<file path="src/rtl/traffic_phase_timer.sv">
// -----------------------------------------------------------------------------
// traffic_phase_timer
//
// Purpose:
//   Phase timer for a four-way traffic light controller. Divides clk down to a
//   one-second tick, tracks elapsed seconds of the current phase, decodes the
//   phase from the controller's light outputs and produces the green-done and
//   yellow-done levels the controller sequences on. Green is extended while
//   the green approach still has traffic and nobody else is waiting, bounded
//   by MIN_GREEN / MAX_GREEN.
//
// Parameters:
//   CLK_PER_SEC  clk cycles per one-second tick (>= 2)
//   MIN_GREEN    minimum green seconds (>= 1)
//   MAX_GREEN    maximum green seconds (>= MIN_GREEN)
//   YELLOW_TIME  yellow seconds (>= 1)
//
// Ports:
//   clk             system clock
//   reset_n         asynchronous active-low reset
//   rst_count       controller phase-change strobe, clears counters and flags
//   n/e/s/w_light   controller lights: 00 red, 01 yellow, 10 green, 11 illegal
//   car_req[3:0]    vehicle sensors, bit 3..0 = N,E,S,W (level)
//   five_sec_timer  green-done level (registered)
//   one_sec_timer   yellow-done level (registered)
//   sec_tick        one-cycle pulse per second (decoded from prescaler)
//   elapsed[7:0]    seconds in current phase, saturating at 255 (registered)
//   fault           sticky illegal-light indication (registered)
// -----------------------------------------------------------------------------
module traffic_phase_timer #(
  parameter int CLK_PER_SEC = 50_000_000,
  parameter int MIN_GREEN   = 5,
  parameter int MAX_GREEN   = 15,
  parameter int YELLOW_TIME = 1
) (
  input  logic       clk,
  input  logic       reset_n,
  input  logic       rst_count,
  input  logic [1:0] n_light,
  input  logic [1:0] e_light,
  input  logic [1:0] s_light,
  input  logic [1:0] w_light,
  input  logic [3:0] car_req,
  output logic       five_sec_timer,
  output logic       one_sec_timer,
  output logic       sec_tick,
  output logic [7:0] elapsed,
  output logic       fault
);

  localparam int          PW        = $clog2(CLK_PER_SEC);
  localparam logic [PW-1:0] PCNT_MAX = PW'(CLK_PER_SEC - 1);
  localparam logic [31:0] MIN_U     = MIN_GREEN;
  localparam logic [31:0] MAX_U     = MAX_GREEN;
  localparam logic [31:0] YEL_U     = YELLOW_TIME;

  // Decoded phase of the intersection (combinational, not a stored state).
  typedef enum logic [2:0] {
    PH_RED     = 3'd0,  // no green, no yellow
    PH_GREEN   = 3'd1,
    PH_YELLOW  = 3'd2,
    PH_IDLE    = 3'd3,  // all four yellow (flashing / standby)
    PH_ILLEGAL = 3'd4
  } phase_e;

  // ---------------------------------------------------------------------------
  // Registers
  // ---------------------------------------------------------------------------
  logic [PW-1:0] pcnt_q, pcnt_d;
  logic [7:0]    elapsed_q, elapsed_d;
  logic          five_q, five_d;
  logic          one_q, one_d;
  logic          fault_q, fault_d;
  logic [3:0]    dem_q, dem_d;
  logic [1:0]    gdir_q, gdir_d;

  // ---------------------------------------------------------------------------
  // Phase decode
  // ---------------------------------------------------------------------------
  logic [1:0] light [4];
  logic [3:0] is_green;
  logic [3:0] is_yellow;
  logic [3:0] is_bad;

  // Index matches car_req: 3=N, 2=E, 1=S, 0=W.
  assign light[3] = n_light;
  assign light[2] = e_light;
  assign light[1] = s_light;
  assign light[0] = w_light;

  genvar gi;
  generate
    for (gi = 0; gi < 4; gi++) begin : g_light
      assign is_green[gi]  = (light[gi] == 2'b10);
      assign is_yellow[gi] = (light[gi] == 2'b01);
      assign is_bad[gi]    = (light[gi] == 2'b11);
    end
  endgenerate

  phase_e     phase;
  logic       multi_green;
  logic [1:0] gdir_raw;
  logic [1:0] gdir;
  logic [3:0] gdir_onehot;

  // More than one bit set: clearing the lowest set bit leaves something.
  assign multi_green = |(is_green & (is_green - 4'd1));

  always_comb begin
    phase = PH_RED;
    if ((|is_bad) || multi_green) begin
      phase = PH_ILLEGAL;
    end else if (&is_yellow) begin
      phase = PH_IDLE;
    end else if (|is_green) begin
      phase = PH_GREEN;
    end else if (|is_yellow) begin
      phase = PH_YELLOW;
    end
  end

  always_comb begin
    gdir_raw = 2'd0;
    for (int i = 0; i < 4; i++) begin
      if (is_green[i]) begin
        gdir_raw = 2'(i);
      end
    end
  end

  // Outside GREEN the direction reads as 0, which is also its reset value.
  assign gdir        = (phase == PH_GREEN) ? gdir_raw : 2'd0;
  assign gdir_onehot = 4'b0001 << gdir;

  // ---------------------------------------------------------------------------
  // Tick, clear and threshold logic
  // ---------------------------------------------------------------------------
  logic        clear;
  logic        conflict;
  logic [7:0]  elapsed_inc;
  logic [31:0] e_wide;
  logic        ge_min;
  logic        ge_max;
  logic        ge_yel;
  logic        green_done;

  assign sec_tick = (pcnt_q == PCNT_MAX) && (phase != PH_IDLE) && !fault_q;

  assign clear = rst_count || (phase == PH_IDLE) || (gdir != gdir_q);

  // Another approach has latched demand while this one is green.
  assign conflict = |(dem_q & ~gdir_onehot);

  // Value elapsed would take on this tick; thresholds compare against it so
  // the done flag rises on the same edge the threshold count is written.
  assign elapsed_inc = (elapsed_q == 8'hFF) ? 8'hFF : elapsed_q + 8'd1;
  assign e_wide      = {24'd0, elapsed_inc};
  assign ge_min      = (e_wide >= MIN_U);
  assign ge_max      = (e_wide >= MAX_U);
  assign ge_yel      = (e_wide >= YEL_U);
  assign green_done  = ge_max || (ge_min && (!car_req[gdir] || conflict));

  // ---------------------------------------------------------------------------
  // Next-state logic
  // ---------------------------------------------------------------------------
  always_comb begin
    pcnt_d    = pcnt_q;
    elapsed_d = elapsed_q;
    five_d    = five_q;
    one_d     = one_q;
    fault_d   = fault_q || (phase == PH_ILLEGAL);
    gdir_d    = gdir;
    // Clear wins over set for the green approach's own demand bit.
    dem_d     = (dem_q | car_req) & ~((phase == PH_GREEN) ? gdir_onehot : 4'b0000);

    if (fault_q) begin
      // Timing frozen; done levels held low until reset.
      five_d = 1'b0;
      one_d  = 1'b0;
    end else if (clear) begin
      // A coincident tick is discarded here.
      pcnt_d    = '0;
      elapsed_d = 8'd0;
      five_d    = 1'b0;
      one_d     = 1'b0;
    end else begin
      pcnt_d = (pcnt_q == PCNT_MAX) ? '0 : pcnt_q + PW'(1);
      if (sec_tick) begin
        elapsed_d = elapsed_inc;
        // Setting one done flag drops the other so they are never both high,
        // even across a W-green to yellow change where the direction code
        // does not move.
        if ((phase == PH_GREEN) && green_done) begin
          five_d = 1'b1;
          one_d  = 1'b0;
        end
        if ((phase == PH_YELLOW) && ge_yel) begin
          one_d  = 1'b1;
          five_d = 1'b0;
        end
      end
    end

    // Fault becomes visible on this edge; done levels drop together with it.
    if (phase == PH_ILLEGAL) begin
      five_d = 1'b0;
      one_d  = 1'b0;
    end
  end

  // ---------------------------------------------------------------------------
  // State registers
  // ---------------------------------------------------------------------------
  always_ff @(posedge clk or negedge reset_n) begin
    if (!reset_n) begin
      pcnt_q    <= '0;
      elapsed_q <= 8'd0;
      five_q    <= 1'b0;
      one_q     <= 1'b0;
      fault_q   <= 1'b0;
      dem_q     <= 4'd0;
      gdir_q    <= 2'd0;
    end else begin
      pcnt_q    <= pcnt_d;
      elapsed_q <= elapsed_d;
      five_q    <= five_d;
      one_q     <= one_d;
      fault_q   <= fault_d;
      dem_q     <= dem_d;
      gdir_q    <= gdir_d;
    end
  end

  assign five_sec_timer = five_q;
  assign one_sec_timer  = one_q;
  assign elapsed        = elapsed_q;
  assign fault          = fault_q;

endmodule

</file>
<file path="config.mk">
export PLATFORM = sky130hd
export DESIGN_NAME = traffic_phase_timer
export DESIGN_NICKNAME = d
export VERILOG_FILES = /design/src/rtl/traffic_phase_timer.sv
export SDC_FILE = /design/constraint.sdc
export NUM_CORES = 1
export LEC_CHECK = 0
export CAP_MARGIN = 20
export CELL_PAD_IN_SITES_DETAIL_PLACEMENT = 2
export CELL_PAD_IN_SITES_GLOBAL_PLACEMENT = 2
export CORE_MARGIN = 1.5
export CORE_UTILIZATION = 31
export DETAILED_ROUTE_END_ITERATION = 10
export PLACE_DENSITY = 0.74
export SKIP_LAST_GASP = 1
export SYNTH_ARGS = -nofsm -noshare
export SYNTH_HDL_FRONTEND = slang
export SYNTH_SLANG_ARGS = --single-unit
export TNS_END_PERCENT = 50
</file>
<file path="constraint.sdc">
create_clock -name clk -period 2.5 [get_ports clk]
set_input_delay 0.625 -clock clk [delete_from_list [all_inputs] [get_ports clk]]
set_output_delay 0.625 -clock clk [all_outputs]
set_load 0.02 [all_outputs]
</file>
==> results.yml, run 1 <==
outcome:
  status: "finished with violations"
  violations: "setup timing"
cells_and_area:
  n_antenna_cell: 0
  drive_above_1_share: 0.362
  instances_no_fill: 541
  final_util: 0.503
  syn2layout_area_growth_pct: 54.1
  nets: 452
synthesis:
  synth.ff_latch_count: 43
  ys_types: 57
  synthFlopType: "dfrtp_1"
  ys_warn_count: 0
  async_reset_ff_frac: 1.00
  syn_avg_cell_area_um2: 8.61
  netlist_instances: 316
  syn_area_um2: 2720
  synth_nets: 333
  synth_edf_count: 0
  seq_area_frac_synth: 0.395
min_path:
  holdCritPathClass: "in -> async"
sta:
  rsz0062_at_grt: "yes"
  layout_setup_ws_ns: -0.370
  fin_crit_ns: 2.87
  tightestPinTransition_ns: 0.622
  final_hold_viol_count: 0
  drv_slew: 0
  fmaxAchievable_ghz: 0.348
  slew_headroom: 0.586
  setup_viol: 34
  period_share: 1.15
  fin_skew_ns: 0.0115
floorplan:
  coreArea_um2: 8340
  rows: 33
  num_io_pins: 27
  fp.dieH_um: 96.7
  die_x_um: 96.7
  start_util: 0.326
  die_area_um2: 9350
clock_tree:
  clkTransAtPathRegs_ns: 0.10
  clock-root-buffer: "clkbuf_8"
  cts_tree: "done"
  numClockSinks: 43
  cts_buffers: 5
  clock_path_buffers: 2
  clock_latency_ns: 0.32
  htree_levels: 2
pwr:
  leakage_nw: 1.84
  p_per_area_nw_per_um2: 374
  irDropWorstVdd_mv: 0.190
  power_mw: 1.57
place:
  dpl_worst_slack_ns: -0.729
  placed_cells: 508
  numPortBuffers: 26
  detailed_place_hpwl_um: 7770
  gp_congestion: 0.815
critical_path:
  crit_path_cell_trace: "or4_1, nor3_1, and4_4, nand2b_4, nor2_4, buf_6"
  worstSetupStartpointType: "flip-flop"
  worstSetupPathType: "reg -> out"
  worstPathRequired_ns: 1.88
  endpoint_kind: "output port"
  worstPathMaxFanout: 2
  slowest_delay_ns: 0.55
  crit_arrival_ns: 2.24
  slowest_stage: "or4_1"
global_routing:
  grt_max_degree: 44
  grt_pass1_vias: 3595
  grt_pass1_wl_um: 21100
  grt_overflow_total: 0
  grt_usage: 0.293
  antenna_found_initial: 0
routing:
  drc_errors: 0
  wl_um: 15100
  first_pass_iters: 4
  avgRoutedWirePerCell_um: 28.0
  ant_nets: 0
  routed_via_density: 6.13
  route.vias.total: 3318
  drt_iter0_markers: 134
flow_run:
  drv_cap: 0
-- layer usage --
layer	global-route usage	up-vias	part of all wire	wire [um]
met5	0	-	0	0
met4	0.127	0	0.030	459
met3	0.0535	34	0.035	533
met2	0.520	100	0.52	7850
met1	0.343	1755	0.42	6280
li1	-	1429	-	-
-- flip-flops by register name (all words and copies together), names as in the netlist --
name / cells
elapsed: 8
pcnt_q: 26
one_sec_timer: 1
fault: 1
five_sec_timer: 1
gdir_q: 2
dem_q: 4
-- logic make-up (layout without fill, tap and decap cells) --
kind of cell / after synthesis / after routing / synth area share
compound gates: 84 / 84 / 0.207
xor+xnor: 3 / 3 / 0.0166
fa+ha+maj: 2 / 2 / 0.00919
buf+inv: 22 / 142 / 0.0322
flops: 43 / 43 / 0.395
mux: 11 / 11 / 0.0405
simple gates: 151 / 151 / 0.299
-- critical path: cells and delay by family, from the launching register on --
kind	cells	cell delay (ns)
AND/OR/NAND/NOR	5	1.37
flip-flops	1	0.43
buffers and inverters	1	0.14
-- power by group --
group / internal [mW] / leakage, nW / switching (mW)
sequential: 0.701 / 0.559 / 0.00687
combinational: 0.108 / 1.22 / 0.133
clock: 0.324 / 0.0612 / 0.294
-- cells in the mapped netlist, types with 5 or more instances --
cell | number | area share
a21oi_1 | 26 | 0.048
a22o_1 | 5 | 0.016
a31oi_1 | 5 | 0.011
and2_1 | 5 | 0.011
and3_1 | 12 | 0.028
and4_1 | 6 | 0.019
dfrtp_1 | 43 | 0.40
inv_1 | 11 | 0.015
mux2i_1 | 11 | 0.040
nand2_1 | 32 | 0.044
nand3_1 | 23 | 0.042
nand4_1 | 9 | 0.021
nor2_1 | 23 | 0.032
nor3_1 | 7 | 0.013
nor4_1 | 7 | 0.016
o21ai_0 | 16 | 0.029
-- cells in the final DEF, fill, tap and decap left out, drive strengths merged, types with 6 or more instances in the layout --
master / count
a21oi: 26
and3: 12
and4: 6
buf: 100
clkbuf: 12
clkdlybuf4s50: 16
dfrtp: 43
inv: 11
mux2i: 11
nand2: 32
nand3: 23
nand4: 9
nor2: 24
nor3: 8
nor4: 7
o21ai: 17
-- repair_timing --
item                                    4_1_cts  5_1_grt
pin swaps                                    11       12
gates resized for setup                      48       49
hold buffers                                  0        0
endpoints found under the setup margin       37       38
buffers inserted                             13       13
cloned                                        1        0
-- metrics by stage --
| stage | hold slack, ns | area [um^2] | setup TNS [ns] |
|---|---|---|---|
| 4_1_cts | 0.428 | 3980 | -0.746 |
| 3_3_place_gp | 0.485 | 3620 | -19.53 |
| 2_1_floorplan | 0.329 | 2740 | -0.392 |
| 6_report | 0.390 | 4190 | -5.35 |
| 3_5_place_dp | 0.499 | 3620 | -23.96 |
| 5_1_grt | 0.441 | 4190 | -6.35 |
-- layout make-up --
class	instances	area, um^2
clock buffers	6	82.6
fillers	891	4150
well taps	105	131
flip-flops and latches	43	1080
repair buffers	123	1010
multi-input cells	251	1820
clock inverters	2	35.0
inverters	11	41.3
-- final timing paths --
check                              to  slack, ns  cells after the start  startpoint
max                          sec_tick      -0.37                      6  pcnt_q[10]
min                          dem_q[0]       0.39                      2     reset_n
max reg2reg                elapsed[7]      -0.33                      9  pcnt_q[10]
min reg2reg                  dem_q[2]       0.53                      1    dem_q[2]
max in group asynchronous  pcnt_q[11]       1.68                      2     reset_n
min in group clk             dem_q[2]       0.53                      1    dem_q[2]
Note: power is estimated with default switching activity, not from simulation.
==> run 2: changes to the inputs <==
TNS_END_PERCENT = 1   (was 50)
==> run 2 against run 1 <==
  * The run still ends with setup timing left
  * Final area fell by 7.1%
  * Sequential power barely moved
  * Fmax rose by 1.4%
  * Critical path depth stayed put
  * Register-to-register slack better by 0.08 ns
  * Global-route usage shrank 3.0 points
  * Non-clock buffer count fell by 18
  * Setup slack better by 0.040 ns
  * Clock power down 5.3%
  * Critical path type unchanged
  * Largest cell class unchanged
  * Largest power group unchanged
==> results.yml, run 2 (synthesized netlist as in run 1, its figures left out) <==
outcome:
  status: "finished with violations"
  violations: "setup timing"
cells_and_area:
  n_antenna_cell: 0
  fin_area_um2: 3890
  final_util: 0.467
  drive_above_1_share: 0.270
  nets: 434
  fillers: 932
  largest_reg_flops: 26
  largest-register: "pcnt_q"
  syn2layout_area_growth_pct: 43.1
  final_common_cell: "buf_4"
  instances_no_fill: 523
  final_cell_mix: "buf_4 (76), dfrtp_1 (43), nand2_1 (32)"
floorplan:
  rows: 33
  fp.dieH_um: 96.7
  die_x_um: 96.7
  die_area_um2: 9350
  coreArea_um2: 8340
  num_io_pins: 27
  start_util: 0.326
sta:
  tightestPinTransition_ns: 0.514
  fmaxAchievable_ghz: 0.353
  rsz0062_at_grt: "yes"
  drv_slew: 0
  setup_viol: 37
  layout_setup_ws_ns: -0.330
  period_share: 1.13
  slew_headroom: 0.657
  final_hold_viol_count: 0
  fin_crit_ns: 2.83
  fin_skew_ns: 0.00850
  hold-worst-slack_ns: 0.233
clock_tree:
  htree_levels: 2
  clock-root-buffer: "clkbuf_8"
  clock_path_buffers: 2
  cts_tree: "done"
  cts_buffers: 5
  clkTransAtPathRegs_ns: 0.10
  numClockSinks: 43
  clock_latency_ns: 0.31
min_path:
  holdCritPathClass: "in -> async"
critical_path:
  worstSetupStartpointType: "flip-flop"
  crit_arrival_ns: 2.21
  endpoint_kind: "output port"
  worstSetupPathType: "reg -> out"
  worstPathMaxFanout: 2
  worstPathRequired_ns: 1.88
pwr:
  switching_share: 0.273
  comb_power_share: 0.136
  power.internal_mw: 1.09
  clkPwrFrac: 0.391
  seq_power_share: 0.473
  p_per_area_nw_per_um2: 385
  irDropWorstVdd_mv: 0.334
  switchingPower_mw: 0.409
  leakage_nw: 1.74
routing:
  avgRoutedWirePerCell_um: 24.2
  routed_via_density: 5.85
  wl_um: 12700
  first_pass_iters: 4
  drc_errors: 0
  route.vias.total: 3058
  drt_iter0_markers: 120
  ant_nets: 0
global_routing:
  grt_max_degree: 22
  grt_pass1_wl_um: 19700
  grt_overflow_total: 0
  grt_pass1_vias: 3475
  antenna_found_initial: 0
  grt_usage: 0.263
place:
  placed_cells: 509
  dpl_worst_slack_ns: -0.756
  detailed_place_hpwl_um: 7990
  gp_congestion: 0.854
  placed_cell_area_um2: 3620
  numPortBuffers: 26
flow_run:
  drv_cap: 0
[run 2: area by class of cell]
cell class / instances / area [um^2] / share of cell area
Clock buffer: 5 / 68.8 / 0.0177
Clock inverter: 3 / 43.8 / 0.0112
Inverter: 11 / 41.3 / 0.0106
Multi-Input combinational cell: 251 / 1660 / 0.425
Sequential cell: 43 / 1080 / 0.276
Tap cell: 105 / 131 / 0.0337
Timing Repair Buffer: 105 / 878 / 0.226
[run 2: final timing paths]
path	start	to	slack, ns	cells after the start
max in group asynchronous	reset_n	pcnt_q[6]	1.68	2
setup / recovery	pcnt_q[9]	sec_tick	-0.33	6
min in group clk	pcnt_q[6]	pcnt_q[6]	0.52	1
hold reg to reg	pcnt_q[6]	pcnt_q[6]	0.52	1
hold / removal	reset_n	pcnt_q[14]	0.23	1
setup reg to reg	pcnt_q[9]	elapsed[7]	-0.25	8
[run 2: power by group through the flow]
| stage | Combinational (mW) | Clock (mW) | Sequential [mW] |
|---|---|---|---|
| after global routing | 0.216 | 0.622 | 0.709 |
| after global placement | 0.170 | 0 | 0.721 |
| after detailed placement | 0.177 | 0 | 0.722 |
| after floorplan | 0.0692 | 0 | 0.719 |
| after CTS | 0.187 | 0.588 | 0.708 |
| final | 0.204 | 0.586 | 0.708 |
[run 2: metrics by stage]
step           power, mW  TNS, ns
2_1_floorplan      0.789    -1.05
3_3_place_gp       0.890   -18.85
3_5_place_dp       0.899   -23.78
4_1_cts             1.48    -7.09
5_1_grt             1.55    -7.93
6_report            1.50    -4.71
[run 2: repair_timing]
action                     CTS  global route
setup endpoints to repair   37            37
setup buffers                3             3
pin swaps                    4             6
gates cloned                 0             0
resized for setup           15            18
hold buffers                 0             0
[run 2: per-layer routing]
metal,vias to the layer above,track usage,part of all wire
met5,-,0,0
li1,1378,-,-
met1,1593,0.325,0.42
met2,61,0.488,0.52
met3,26,0.0253,0.025
met4,0,0.0669,0.028
[run 2: worst max-delay path: stages, from the launching register on]
cell      delay, ns
dfrtp_1        0.42
or4bb_4        0.56
nor4_4         0.30
and4_4         0.29
nand2b_4       0.08
nor2_4         0.11
buf_6          0.13
==> edit, RTL diff (flow settings as in run 2) <==
Reset style: synchronous (`reset_n`), changed in one clocked block. Comments in the files are not updated.
--- a/src/rtl/traffic_phase_timer.sv
+++ b/src/rtl/traffic_phase_timer.sv
@@ -211,7 +211,7 @@
   // ---------------------------------------------------------------------------
   // State registers
   // ---------------------------------------------------------------------------
-  always_ff @(posedge clk or negedge reset_n) begin
+  always_ff @(posedge clk) begin
     if (!reset_n) begin
       pcnt_q    <= '0;
       elapsed_q <= 8'd0;
Formal check against the unedited RTL: differs if reset_n is asserted again (counterexample within 4 cycles, from zero or initial values and one cycle with reset_n low); with reset_n held inactive, the same outputs for 10 cycles.
==> edit against run 2 <==
The run still ends with negative setup slack left. Cell area shrank 1.2%. Area after synthesis shrank 4.8%. Power grew 2.4%. Non-clock buffer count grew 4. Sequential cell count is the same. Routed wire length grew 1.0%. Clock power is essentially flat. Count of clock-buffer cells in the layout grew 1. Maximum frequency grew 5.5%. Worst setup slack gained 150 ps. Synthesized cell count grew 7.3%. Hold slack gained 260 ps. Combinational power grew 20%. Largest power group unchanged.
==> edit: results (changes against run 2) <==
metric;value;unit;change
finalNetCount;456;;was 434
grt_pass1_wl;18.07;mm;was 19.69 mm
status;complete, but fails checks;;unchanged
fin_ws;-182.0;ps;was -330.1 ps
p_leak;0.001464;µW;was 0.001742 µW
synthFlopType;dfxtp_1;;was dfrtp_1
yosysSeqAreaShare;0.3322;;was 0.3954
place_area;3483;µm²;was 3621 µm²
clockBufferDepth;2;;unchanged
largest_reg_flops;26;;unchanged
drive_gt1_frac;0.3007;;was 0.2703
grt_pass1_vias;3364;;was 3475
setup-violations-final;25;;was 37
synth_area_leaders;dfxtp_1 33%, a31oi_1 8.5%, nand2_1 4.8%;;was dfrtp_1 40%, a21oi_1 4.8%, nand2_1 4.4%
async_flop_share;0;;was 1.000
crit_start;pcnt_q[18];;was pcnt_q[9]
gp_congestion;0.7976;;was 0.8540
hold_path_class;reg -> reg;;was in -> async
grtUsageTotal;0.2636;;was 0.2634
worstMarginPinSlew;623.2;ps;was 514.1 ps
drt-initial-drc-count;152;;was 120
yosysWarnings;0;;unchanged
reg2regPathDepth;9;;was 8
synth.distinct_cells;54;;was 57
violations;negative setup slack;;unchanged
pre_cts_slack;-781.3;ps;was -756.4 ps
syn_nets;356;;was 333
vias;3220;;was 3058
crit-reg2reg-capture;one_sec_timer;;was elapsed[7]
regToRegSetupSlack;-70;ps;was -250 ps
crit_arrival;2060;ps;was 2210 ps
grt_start_max_net_pins;37;;was 22
fillers;919;;was 932
ir_drop;0.2029;mV;was 0.3341 mV
crit_fanout;2;;unchanged
synthTopCellsByCount;43 x dfxtp_1, 35 x a31oi_1, 33 x nand2_1, 31 x nor2_1, 21 x nand3_1;;was 43 x dfrtp_1, 32 x nand2_1, 26 x a21oi_1, 23 x nand3_1, 23 x nor2_1
dp_hpwl;7.372;mm;was 7.991 mm
worst_clock_skew;3.440;ps;was 8.503 ps
wirelength;12.80;mm;was 12.67 mm
## edit: cell types whose count changed after synthesis, sizes merged, moves of 5 or more
cell,run 2,this run
o22ai,1,7
dfrtp,43,0
a21oi,26,15
nand3b,0,10
mux2i,11,4
a31oi,5,35
xnor2,2,7
dfxtp,0,43
nor2,24,32
## edit: worst max-delay path: stages, from the launching register on
cell and delay [ps]:
dfxtp_2 350, nor4b_4 320, buf_4 170, nand2_1 110
or4_4 540, nor2_4 120, buf_6 130
## edit: worst min path at each step
stage	from	end	slack, ps	depth (start not counted)
after floorplan	pcnt_q[23]	pcnt_q[23]	430	1
after global placement	five_sec_timer	five_sec_timer	450	2
after detailed placement	five_sec_timer	five_sec_timer	480	2
after CTS	five_sec_timer	five_sec_timer	490	2
after global routing	pcnt_q[4]	pcnt_q[4]	520	2
final	pcnt_q[4]	pcnt_q[4]	490	2
## edit: layout make-up
cell class,instances,area share
inverter,14,0.01365
tap,105,0.03412
multi-input combinational,266,0.4657
timing repair buffer,109,0.2337
clock buffer,6,0.01885
clock inverter,1,0.007800
sequential,43,0.2262
## edit: routing by layer
| layer | GRT usage | up-vias | wire length [µm] |
|---|---|---|---|
| met2 | 0.4706 | 99 | 6360 |
| met1 | 0.3299 | 1621 | 5498 |
| met5 | 0 | - | 0 |
| li1 | - | 1464 | - |
| met3 | 0.04106 | 36 | 510 |
| met4 | 0.06343 | 0 | 429 |
## edit: report_power, final
part / internal [µW] / switching [µW] / leakage, µW
sequential: 693 / 12.6 / 0.000351
clock: 294 / 290 / 0.0000513
combinational: 111 / 133 / 0.00106
total: 1100 / 436 / 0.00146
## edit: what timing repair did
action,in CTS,in global routing
resized for setup,43,25
pin swaps,7,11
hold endpoints to repair,0,0
buffers inserted,4,5
gates cloned,0,0
setup endpoints to repair,37,35
hold buffers,0,0
## edit: through the flow
step           utilization  TNS, ps  std cells  total power [µW]
2_1_floorplan            -        0        339             815.2
3_3_place_gp        0.4261   -17600        528             917.7
3_5_place_dp        0.4261   -20530        528             931.2
4_1_cts             0.4555   -180.4        539              1497
5_1_grt             0.4709    -5313        544              1576
6_report            0.4709    -1757        544              1534
## edit: cells by family after synthesis
group                    after synthesis  synth area share
XOR/XNOR                              10           0.03380
multiplexers                           4           0.01545
buffers and inverters                 30           0.04635
AO/OA/AOI/OAI                         94            0.2352
AND/OR/NAND/NOR                      156            0.3274
adder cells (fa/ha/maj)                2          0.009656
flip-flops                            43            0.3322
